<file path="src/rtl/intctrl.sv">
// Parametrised interrupt controller: rising-edge capture into IF, IE mask, IME with
// delayed enable, priority vectoring to the CPU and a HALT wake output.
module intctrl #(
  parameter int          NINT       = 5,
  parameter logic [15:0] IF_ADDR    = 16'hff0f,
  parameter logic [15:0] IE_ADDR    = 16'hffff,
  parameter logic [15:0] VEC_BASE   = 16'h0040,
  parameter logic [15:0] VEC_STRIDE = 16'h0008
) (
  input  logic            clockgb,
  input  logic            resetn,
  input  logic [15:0]     address,
  input  logic [7:0]      indata,
  output logic [7:0]      outdata,
  input  logic            load,
  input  logic            store,
  input  logic [NINT-1:0] interrupts,
  input  logic            ime_set,
  input  logic            ime_clr,
  output logic            intreq,
  output logic [15:0]     intaddress,
  input  logic            intack,
  output logic            wake,
  output logic [NINT-1:0] dints
);

  logic [NINT-1:0] if_q, if_d;
  logic [NINT-1:0] ie_q, ie_d;
  logic [NINT-1:0] prev_q;
  logic            ime_q, ime_d;
  logic            ime_pend_q, ime_pend_d;

  logic [NINT-1:0] rise, pend, win_oh;
  logic [2:0]      win;
  logic [15:0]     vec;
  logic            ack, wr_if, wr_ie;
  logic [7:0]      if_rd, ie_rd;
  logic            unused_indata;

  assign rise  = interrupts & ~prev_q;
  assign pend  = if_q & ie_q;
  assign wr_if = store && (address == IF_ADDR);
  assign wr_ie = store && (address == IE_ADDR);

  // Scan from the top so the lowest pending index is the one left standing.
  always_comb begin
    win    = '0;
    win_oh = '0;
    for (int i = NINT - 1; i >= 0; i--) begin
      if (pend[i]) begin
        win       = 3'(i);
        win_oh    = '0;
        win_oh[i] = 1'b1;
      end
    end
  end

  assign vec        = VEC_BASE + (16'(win) * VEC_STRIDE);
  assign wake       = |pend;
  assign intreq     = ime_q & (|pend);
  assign intaddress = intreq ? vec : 16'h0000;
  assign ack        = intack & intreq;
  assign dints      = if_q;

  // Hardware rises are OR-ed in last so they survive an ack clear or a write of 0.
  always_comb begin
    if_d = if_q;
    if (ack)   if_d = if_d & ~win_oh;
    if (wr_if) if_d = indata[NINT-1:0];
    if_d = if_d | rise;
  end

  assign ie_d = wr_ie ? indata[NINT-1:0] : ie_q;

  // Ack beats DI, DI beats EI; a pending EI becomes IME on the following edge.
  always_comb begin
    ime_d      = ime_q;
    ime_pend_d = ime_pend_q;
    if (ack || ime_clr) begin
      ime_d      = 1'b0;
      ime_pend_d = 1'b0;
    end else begin
      if (ime_pend_q) ime_d = 1'b1;
      ime_pend_d = ime_set;
    end
  end

  always_comb begin
    if_rd             = '1;
    if_rd[NINT-1:0]   = if_q;
    ie_rd             = '0;
    ie_rd[NINT-1:0]   = ie_q;
  end

  always_comb begin
    outdata = 8'h00;
    if (resetn && load) begin
      if (address == IF_ADDR)      outdata = if_rd;
      else if (address == IE_ADDR) outdata = ie_rd;
    end
  end

  assign unused_indata = ^indata;

  always_ff @(posedge clockgb or negedge resetn) begin
    if (!resetn) begin
      if_q       <= '0;
      ie_q       <= '0;
      prev_q     <= '0;
      ime_q      <= 1'b0;
      ime_pend_q <= 1'b0;
    end else begin
      if_q       <= if_d;
      ie_q       <= ie_d;
      prev_q     <= interrupts;
      ime_q      <= ime_d;
      ime_pend_q <= ime_pend_d;
    end
  end

endmodule

</file>
<file path="config.mk">
export PLATFORM = sky130hd
export DESIGN_NAME = intctrl
export DESIGN_NICKNAME = d
export VERILOG_FILES = /design/src/rtl/intctrl.sv
export SDC_FILE = /design/constraint.sdc
export NUM_CORES = 1
export LEC_CHECK = 0
export ABC_AREA = 1
export CAP_MARGIN = 5
export CORE_ASPECT_RATIO = 0.9
export CORE_MARGIN = 2
export CORE_UTILIZATION = 39
export CTS_BUF_LIST = sky130_fd_sc_hd__clkbuf_16
export CTS_CLUSTER_DIAMETER = 100
export CTS_CLUSTER_SIZE = 14
export DETAILED_ROUTE_END_ITERATION = 10
export HOLD_SLACK_MARGIN = 0.1
export PLACE_DENSITY = 0.83
export SETUP_SLACK_MARGIN = 0.02
export SLEW_MARGIN = 20
export SYNTH_ARGS = -nofsm -noshare
export SYNTH_HDL_FRONTEND = slang
export SYNTH_SLANG_ARGS = --single-unit
</file>
<file path="constraint.sdc">
create_clock -name clockgb -period 1.3 [get_ports clockgb]
set_input_delay 0.26 -clock clockgb [delete_from_list [all_inputs] [get_ports clockgb]]
set_output_delay 0.26 -clock clockgb [all_outputs]
set_load 0.01 [all_outputs]
</file>
==> results of run 1 <==
## cells by family after synthesis
kind of cell    after synthesis
simple gates                104
buf+inv                      40
flops                        17
compound gates                7
other cells                   1
## worst reg2reg max path, stage by stage (launching register included)
cell and delay (ns):
dfrtp_1 0.40, nand2_2 0.11, nand2_4 0.07, nor2_4 0.11
nand2_4 0.07, nand2_4 0.07, inv_4 0.04, buf_6 0.12
nand2_2 0.05, nand2_2 0.07, nor2_2 0.10
## power by group through the flow
| stage | Combinational [W] | Sequential (W) | Clock (W) |
|---|---|---|---|
| floorplan | 0.0000977 | 0.000553 | 0 |
| global placement | 0.000204 | 0.000555 | 0 |
| detailed placement | 0.000207 | 0.000555 | 0 |
| CTS | 0.000211 | 0.000546 | 0.000630 |
| global route | 0.000267 | 0.000547 | 0.000658 |
| finish | 0.000251 | 0.000547 | 0.000621 |
## layout by cell type, fill, tap and decap left out
cell type,instances
buf_4,36
buf_6,26
nand2_2,24
nand2_1,21
dfrtp_1,17
nor2_1,16
inv_1,15
clkdlybuf4s50_1,14
nand2_4,13
conb_1,12
buf_2,12
inv_2,8
nor2_4,7
nand4_1,6
nand3_2,5
o21ai_0,3
nor2_2,3
o21ai_2,3
nand3_1,3
clkbuf_16,3
clkbuf_2,3
nand3_4,2
buf_8,2
dlygate4sd2_1,2
buf_12,2
nor3_4,1
nor2_8,1
inv_4,1
nor4_2,1
a21oi_2,1
nor3b_4,1
clkinvlp_4,1
## layout make-up
type                       count  area, sq um
clock buffer                   3         75.1
clock inverter                 1         7.51
fill                         180          691
inverter                      24         92.6
multi-input combinational    123          833
sequential                    17          425
tap                           42         52.6
timing repair buffer          97          866
## routing by layer
layer,global-route usage,share of wire,vias to the layer above
met5,0,0,-
met4,0.0528,0.033,0
met3,0.0414,0.069,18
met2,0.450,0.53,92
met1,0.284,0.37,736
li1,-,-,687
## stage by stage
stage | utilization | area [sq um] | TNS (ns)
6_report | 0.773 | 2350 | -3.55
5_1_grt | 0.773 | 2350 | -4.42
4_1_cts | 0.716 | 2180 | -2.86
3_5_place_dp | 0.650 | 1980 | -13.20
3_3_place_gp | 0.650 | 1980 | -12.60
2_1_floorplan | - | 1310 | -0.0825
## registers in the layout, indices dropped and copies added, names as in the netlist
signal      flops
dints           5
ie_q            5
prev_q          5
ime_pend_q      1
ime_q           1
## worst max path at each step
| stage | slack, ns | cells after the start | startpoint | endpoint |
|---|---|---|---|---|
| after CTS | -0.30 | 8 | ie_q[2]$_DFFE_PN0P_ | intaddress[6] |
| final | -0.33 | 9 | ie_q[0]$_DFFE_PN0P_ | intaddress[3] |
| after floorplan | -0.05 | 8 | dints[3]$_DFF_PN0_ | intaddress[3] |
| after global placement | -0.94 | 10 | address[3] | outdata[1] |
| after detailed placement | -1.02 | 8 | address[5] | outdata[0] |
| after global routing | -0.36 | 9 | dints[2]$_DFF_PN0_ | intaddress[3] |
## repair_timing
item,4_1_cts,5_1_grt
endpoints found under the setup margin,31,25
setup buffers,11,10
gates resized for setup,168,35
pin swaps,32,31
gates cloned,0,0
hold buffers,0,0
==> summary.txt, run 1 <==
Outcome
  • Status: complete, but fails checks
  • Failing checks: setup timing

Timing
  • Pins Over Slew Limit: 0
  • Hold Vio Cnt, Final: 0
  • Final period utilization: 1.25
  • RSZ-0062 raised after global routing: yes
  • Final Critical Period: 1.63 ns
  • Crit path setup slack, layout: -0.331 ns
  • Fmax: slightly above 0.6 GHz
  • Final setup viols: 14
  • Layout Skew: a little under 0.001 ns
  • WHS: 0.229 ns

GRT
  • Number of global-route vias before repair: 1422
  • Global-route wire length before repair: 6.71 mm
  • Largest net degree at the start of global routing: 18
  • Grt ovf: 0
  • Initial antenna violation count: 0
  • Total track usage: 0.238

Place
  • Setup slack at placement: -1.02 ns
  • Hpwl dp: about 2.6 mm
  • Final Wtd Congestion: 0.892
  • Inst Count DP: 287
  • IO buf count: 51

Drt
  • Final WL: between 4 and 5 mm
  • Final ANT Viol Nets: 0
  • Starting DRT DRC Count: 123
  • Vias: between 1500 and 2000
  • DRC: 0
  • Via density: 4.99
  • Detailed Routing Iterations Pass 1: 4
  • DR WL/cell: ~16 um

Clocking
  • Clock sinks: 17
  • Skew-Pair Late Insertion Delay: about 0.25 ns
  • Max clock buf depth: 2
  • TritonCTS Buffers: 3
  • CTS tree: done
  • Htree depth: 1
  • Root Buffer: clkbuf_16
  • Clock-pin slew on the worst setup and hold paths: 0.05 ns

Synthesis
  • Compound-Gate Fraction of Synth Area: 0.0283
  • Count of cell types in the netlist: 23
  • EDFF count, synth: 0
  • Seq/Total Area, Yosys: 0.343
  • Main combinational cell family by area after synthesis: simple AND/OR/NAND/NOR gates
  • Syn Std Cell Area: roughly 1200 sq um
  • Synth Area in Simple Gates: 0.456
  • Async SR Flop Fraction: 1.00
  • Adder and majority cell fraction of the synthesized area: 0
  • Post-synthesis cell count: 169
  • Post-synth top area cell: dfrtp_1
  • Commonest cells in the netlist: nand2_1 (46), nor2_1 (21), dfrtp_1 (17), inv_1 (17), buf_4 (15)
  • Synth top area cells: dfrtp_1 (34%), nand2_1 (14%), buf_4 (9.1%)
  • Area fraction of the dominant cell type after synthesis: 0.343
  • Main synth FF type: dfrtp_1
  • Area share of xor/xnor cells in the synthesized design: 0
  • Top-count cell post-synth: nand2_1
  • Flops & latches, synth: 17
  • Mux cell area share after synthesis: 0
  • Syn Area/Cell: 7.34 sq um
  • Synthesis warning total: 0

Setup path
  • Crit Path Class: reg2out
  • Setup crit end kind: output port
  • CP max stage cell: dfrtp_1
  • CP Launch Type: flip-flop
  • Reg2Reg Launch Point: dints[2]$_DFF_PN0_
  • CP Buf/Inv Count: 3
  • Worst r2r path cells: 10
  • Req. time, crit path: between 1 and 1.5 ns
  • Most frequent CP cell: nand2_4
  • Critical path's largest stage delay: 0.38 ns
  • WP data arrival: 1.37 ns
  • CP cell instances: nand2_2 -> nand2_4 -> inv_2 -> nand2_4 -> nand2_4 -> inv_4 -> nand2_2 -> a21oi_2 -> buf_2
  • Crit-path max FO: 4
  • R2r endpoint: ime_pend_q$_DFF_PN0_
  • Flop-to-flop setup slack: approximately 0.020 ns
  • Crit-path leading delay family: flip-flops

Worst hold path
  • Worst Hold Class: in2async

Die
  • Core Area: 3040 sq um
  • Ports: 67
  • Num rows: 19
  • Initial Utilization: 0.407
  • Die width: 63.4 um
  • Die area: 3650 sq um
  • Chip height: 57.5 um

Power and ir drop
  • PD cells: 603 nW/um^2
  • Clock power frac: 0.438
  • Net Sw Frac: 0.237
  • Net Switching: 0.000337 W
  • Internal power component: 0.00108 W
  • Leakage: 1.29 nW
  • Total power: 0.00142 W
  • Combinational fraction of design power: 0.177
  • Flop pwr share: 0.385
  • Maximum VDD drop: 0.00108 V

Cells and area
  • Synth-to-Final Area Change: 89.7%
  • Nets: 302
  • Final Non-Filler Cells: 307
  • Diodes inserted: 0
  • Share of cells above drive strength 1: 0.589

Job
  • Max Cap Viol: 0
(Power assumes the default switching activity.)
==> inputs of run 2 (changes only) <==
--- a/config.mk
+++ b/config.mk
@@ -11,7 +11,6 @@
 export CORE_MARGIN = 2
 export CORE_UTILIZATION = 39
 export CTS_BUF_LIST = sky130_fd_sc_hd__clkbuf_16
-export CTS_CLUSTER_DIAMETER = 100
 export CTS_CLUSTER_SIZE = 14
 export DETAILED_ROUTE_END_ITERATION = 10
 export HOLD_SLACK_MARGIN = 0.1
==> constraint.sdc (replaced) <==
create_clock -name clockgb -period 1.6 [get_ports clockgb]
set_input_delay 0.32 -clock clockgb [delete_from_list [all_inputs] [get_ports clockgb]]
set_output_delay 0.32 -clock clockgb [all_outputs]
set_load 0.01 [all_outputs]
==> summary.txt, run 2 (synthesis gave the netlist of run 1 again) <==
Outcome
  • Status: complete, but fails checks (unchanged)
  • Failing checks: setup timing (unchanged)

Power and ir drop
  • PD cells: 518 nW/um^2 (was 603 nW/um^2)
  • Leakage: 1.19 nW (was 1.29 nW)
  • Net Sw Frac: 0.232 (was 0.237)
  • Net Switching: 0.000262 W (was 0.000337 W)
  • Flop pwr share: 0.393 (was 0.385)
  • Maximum VDD drop: 0.000902 V (was 0.00108 V)
  • Clock power frac: 0.443 (was 0.438)
  • Combinational fraction of design power: 0.165 (was 0.177)
  • Total power: 0.00113 W (was 0.00142 W)
  • Internal power component: 0.000868 W (was 0.00108 W)

Timing
  • Pins Over Slew Limit: 0 (unchanged)
  • Crit path setup slack, layout: -0.0676 ns (was -0.331 ns)
  • Final Critical Period: 1.67 ns
  • WHS: 0.268 ns (was 0.229 ns)
  • Fmax: 0.600 GHz
  • RSZ-0062 raised after global routing: yes (unchanged)
  • TNS Setup: -0.352 ns (was -3.55 ns)
  • Final setup viols: 9 (was 14)
  • Hold Vio Cnt, Final: 0 (unchanged)
  • Layout Skew: 0.00125 ns (was 0.000961 ns)
  • Final period utilization: 1.04

Setup path
  • Crit-path max FO: 4 (unchanged)
  • CP cell instances: nand2_2 -> nand2_4 -> inv_4 -> nand2_4 -> nand2_4 -> inv_4 -> nand2_2 -> a21oi_2 -> buf_2 (was nand2_2 -> nand2_4 -> inv_2 -> nand2_4 -> nand2_4 -> inv_4 -> nand2_2 -> a21oi_2 -> buf_2)
  • Crit Path Class: reg2out (unchanged)
  • CP Buf/Inv Count: 3 (unchanged)
  • Most frequent CP cell: nand2_4 (unchanged)
  • R2r endpoint: dints[3]$_DFF_PN0_ (was ime_pend_q$_DFF_PN0_)
  • CP max stage cell: dfrtp_1 (unchanged)
  • Flop-to-flop setup slack: 0.12 ns (was 0.02 ns)
  • Reg2Reg Launch Point: ie_q[1]$_DFFE_PN0P_ (was dints[2]$_DFF_PN0_)
  • CP Launch Type: flip-flop (unchanged)
  • Crit-path leading delay family: simple AND/OR/NAND/NOR gates (was flip-flops)
  • WP data arrival: 1.35 ns (was 1.37 ns)
  • Critical path's largest stage delay: 0.37 ns (was 0.38 ns)
  • Req. time, crit path: 1.28 ns (was 1.04 ns)
  • Worst r2r path cells: 9 (was 10)
  • Setup crit end kind: output port (unchanged)

Drt
  • Detailed Routing Iterations Pass 1: 4 (unchanged)
  • Final ANT Viol Nets: 0 (unchanged)
  • Via density: 4.76 (was 4.99)
  • DR WL/cell: 14.2 um (was 16.3 um)
  • DRC: 0 (unchanged)
  • Vias: 1427 (was 1533)
  • Final WL: 4.25 mm (was 4.99 mm)
  • Starting DRT DRC Count: 95 (was 123)

Die
  • Die area: 3650 sq um (unchanged)
  • Initial Utilization: 0.407 (unchanged)
  • Ports: 67 (unchanged)
  • Die width: 63.4 um (unchanged)
  • Core Area: 3040 sq um (unchanged)
  • Num rows: 19 (unchanged)
  • Chip height: 57.5 um (unchanged)

Cells and area
  • Commonest non-fill, non-tap cell in the layout: buf_4 (unchanged)
  • Nets: 295 (was 302)
  • Share of cells above drive strength 1: 0.492 (was 0.589)
  • Diodes inserted: 0 (unchanged)
  • Filler cells: 233 (was 180)
  • Most frequent cells in the layout: buf_4 (37), nand2_1 (28), nor2_1 (19) (was buf_4 (36), buf_6 (26), nand2_2 (24))
  • Synth-to-Final Area Change: 75.9% (was 89.7%)

GRT
  • Largest net degree at the start of global routing: 18 (unchanged)
  • Number of global-route vias before repair: 1356 (was 1422)
  • Grt ovf: 0 (unchanged)
  • Total track usage: 0.233 (was 0.238)
  • Initial antenna violation count: 0 (unchanged)
  • Global-route wire length before repair: 6.49 mm (was 6.71 mm)

Clocking
  • Max clock buf depth: 2 (unchanged)
  • Skew-Pair Late Insertion Delay: 0.25 ns (about the same)
  • Root Buffer: clkbuf_16 (unchanged)
  • TritonCTS Buffers: 3 (unchanged)
  • Clock sinks: 17 (unchanged)
  • Htree depth: 1 (unchanged)
  • CTS tree: done (unchanged)
  • Clock-pin slew on the worst setup and hold paths: 0.05 ns (about the same)

Place
  • Final Wtd Congestion: 0.888 (was 0.892)
  • Hpwl dp: 2.80 mm (was 2.57 mm)
  • IO buf count: 51 (unchanged)
  • Setup slack at placement: -0.823 ns (was -1.02 ns)

Worst hold path
  • Worst Hold Class: in2async (unchanged)

Job
  • Max Cap Viol: 0 (unchanged)
## run 2: cell count changes in the layout (fill, tap and decap cells not counted), sizes merged
cell	change
dlymetal6s2s	+1
clkinvlp	-1
clkdlybuf4s50	+1
clkinv	+1
dlygate4sd2	+3
clkbuf	+1
buf	-13
## run 2: power groups by stage
stage          clock network (W)  logic (W)  registers, W
6_report                0.000500   0.000186      0.000444
5_1_grt                 0.000528   0.000202      0.000444
4_1_cts                 0.000503   0.000182      0.000444
3_5_place_dp                   0   0.000165      0.000451
3_3_place_gp                   0   0.000160      0.000450
2_1_floorplan                  0  0.0000785      0.000449
## run 2: what timing repair did
action                                  in CTS  in global routing
endpoints found under the setup margin      15                 15
setup buffers                                6                  5
hold buffers                                 0                  0
pin swaps                                   34                 10
resized for setup                          157                 11
gates cloned                                 0                  0
## run 2: final cells by class
type | count | area [sq um] | share of cell area
inverter | 24 | 95.1 | 0.0436
clock inverter | 1 | 5.00 | 0.00229
tap | 42 | 52.6 | 0.0241
multi-input combinational | 123 | 759 | 0.348
timing repair buffer | 90 | 768 | 0.352
clock buffer | 3 | 75.1 | 0.0344
sequential | 17 | 425 | 0.195
## run 2: per-stage QoR
step | instance area, sq um | util | std cells
floorplan | 1280 | - | 180
detailed placement | 1940 | 0.637 | 285
finish | 2180 | 0.717 | 300
CTS | 2140 | 0.703 | 295
global placement | 1940 | 0.637 | 285
global route | 2180 | 0.717 | 300
## run 2: how the worst max path moves through the flow
stage / startpoint / to / slack [ns] / depth (start not counted)
floorplan: dints[0]$_DFF_PN0_ / intaddress[3] / 0.13 / 8
global placement: address[1] / outdata[4] / -0.73 / 8
detailed placement: address[5] / outdata[4] / -0.82 / 8
CTS: ie_q[2]$_DFFE_PN0P_ / intaddress[3] / -0.04 / 9
global route: dints[0]$_DFF_PN0_ / intaddress[3] / -0.12 / 9
finish: ie_q[1]$_DFFE_PN0P_ / intaddress[3] / -0.07 / 9
## run 2: layer usage
metal  global-route usage  vias up  share of wire
li1                     -      673              -
met3               0.0572       10          0.075
met1                0.283      666           0.40
met2                0.415       78           0.50
met4               0.0590        0          0.026
met5                    0        -              0
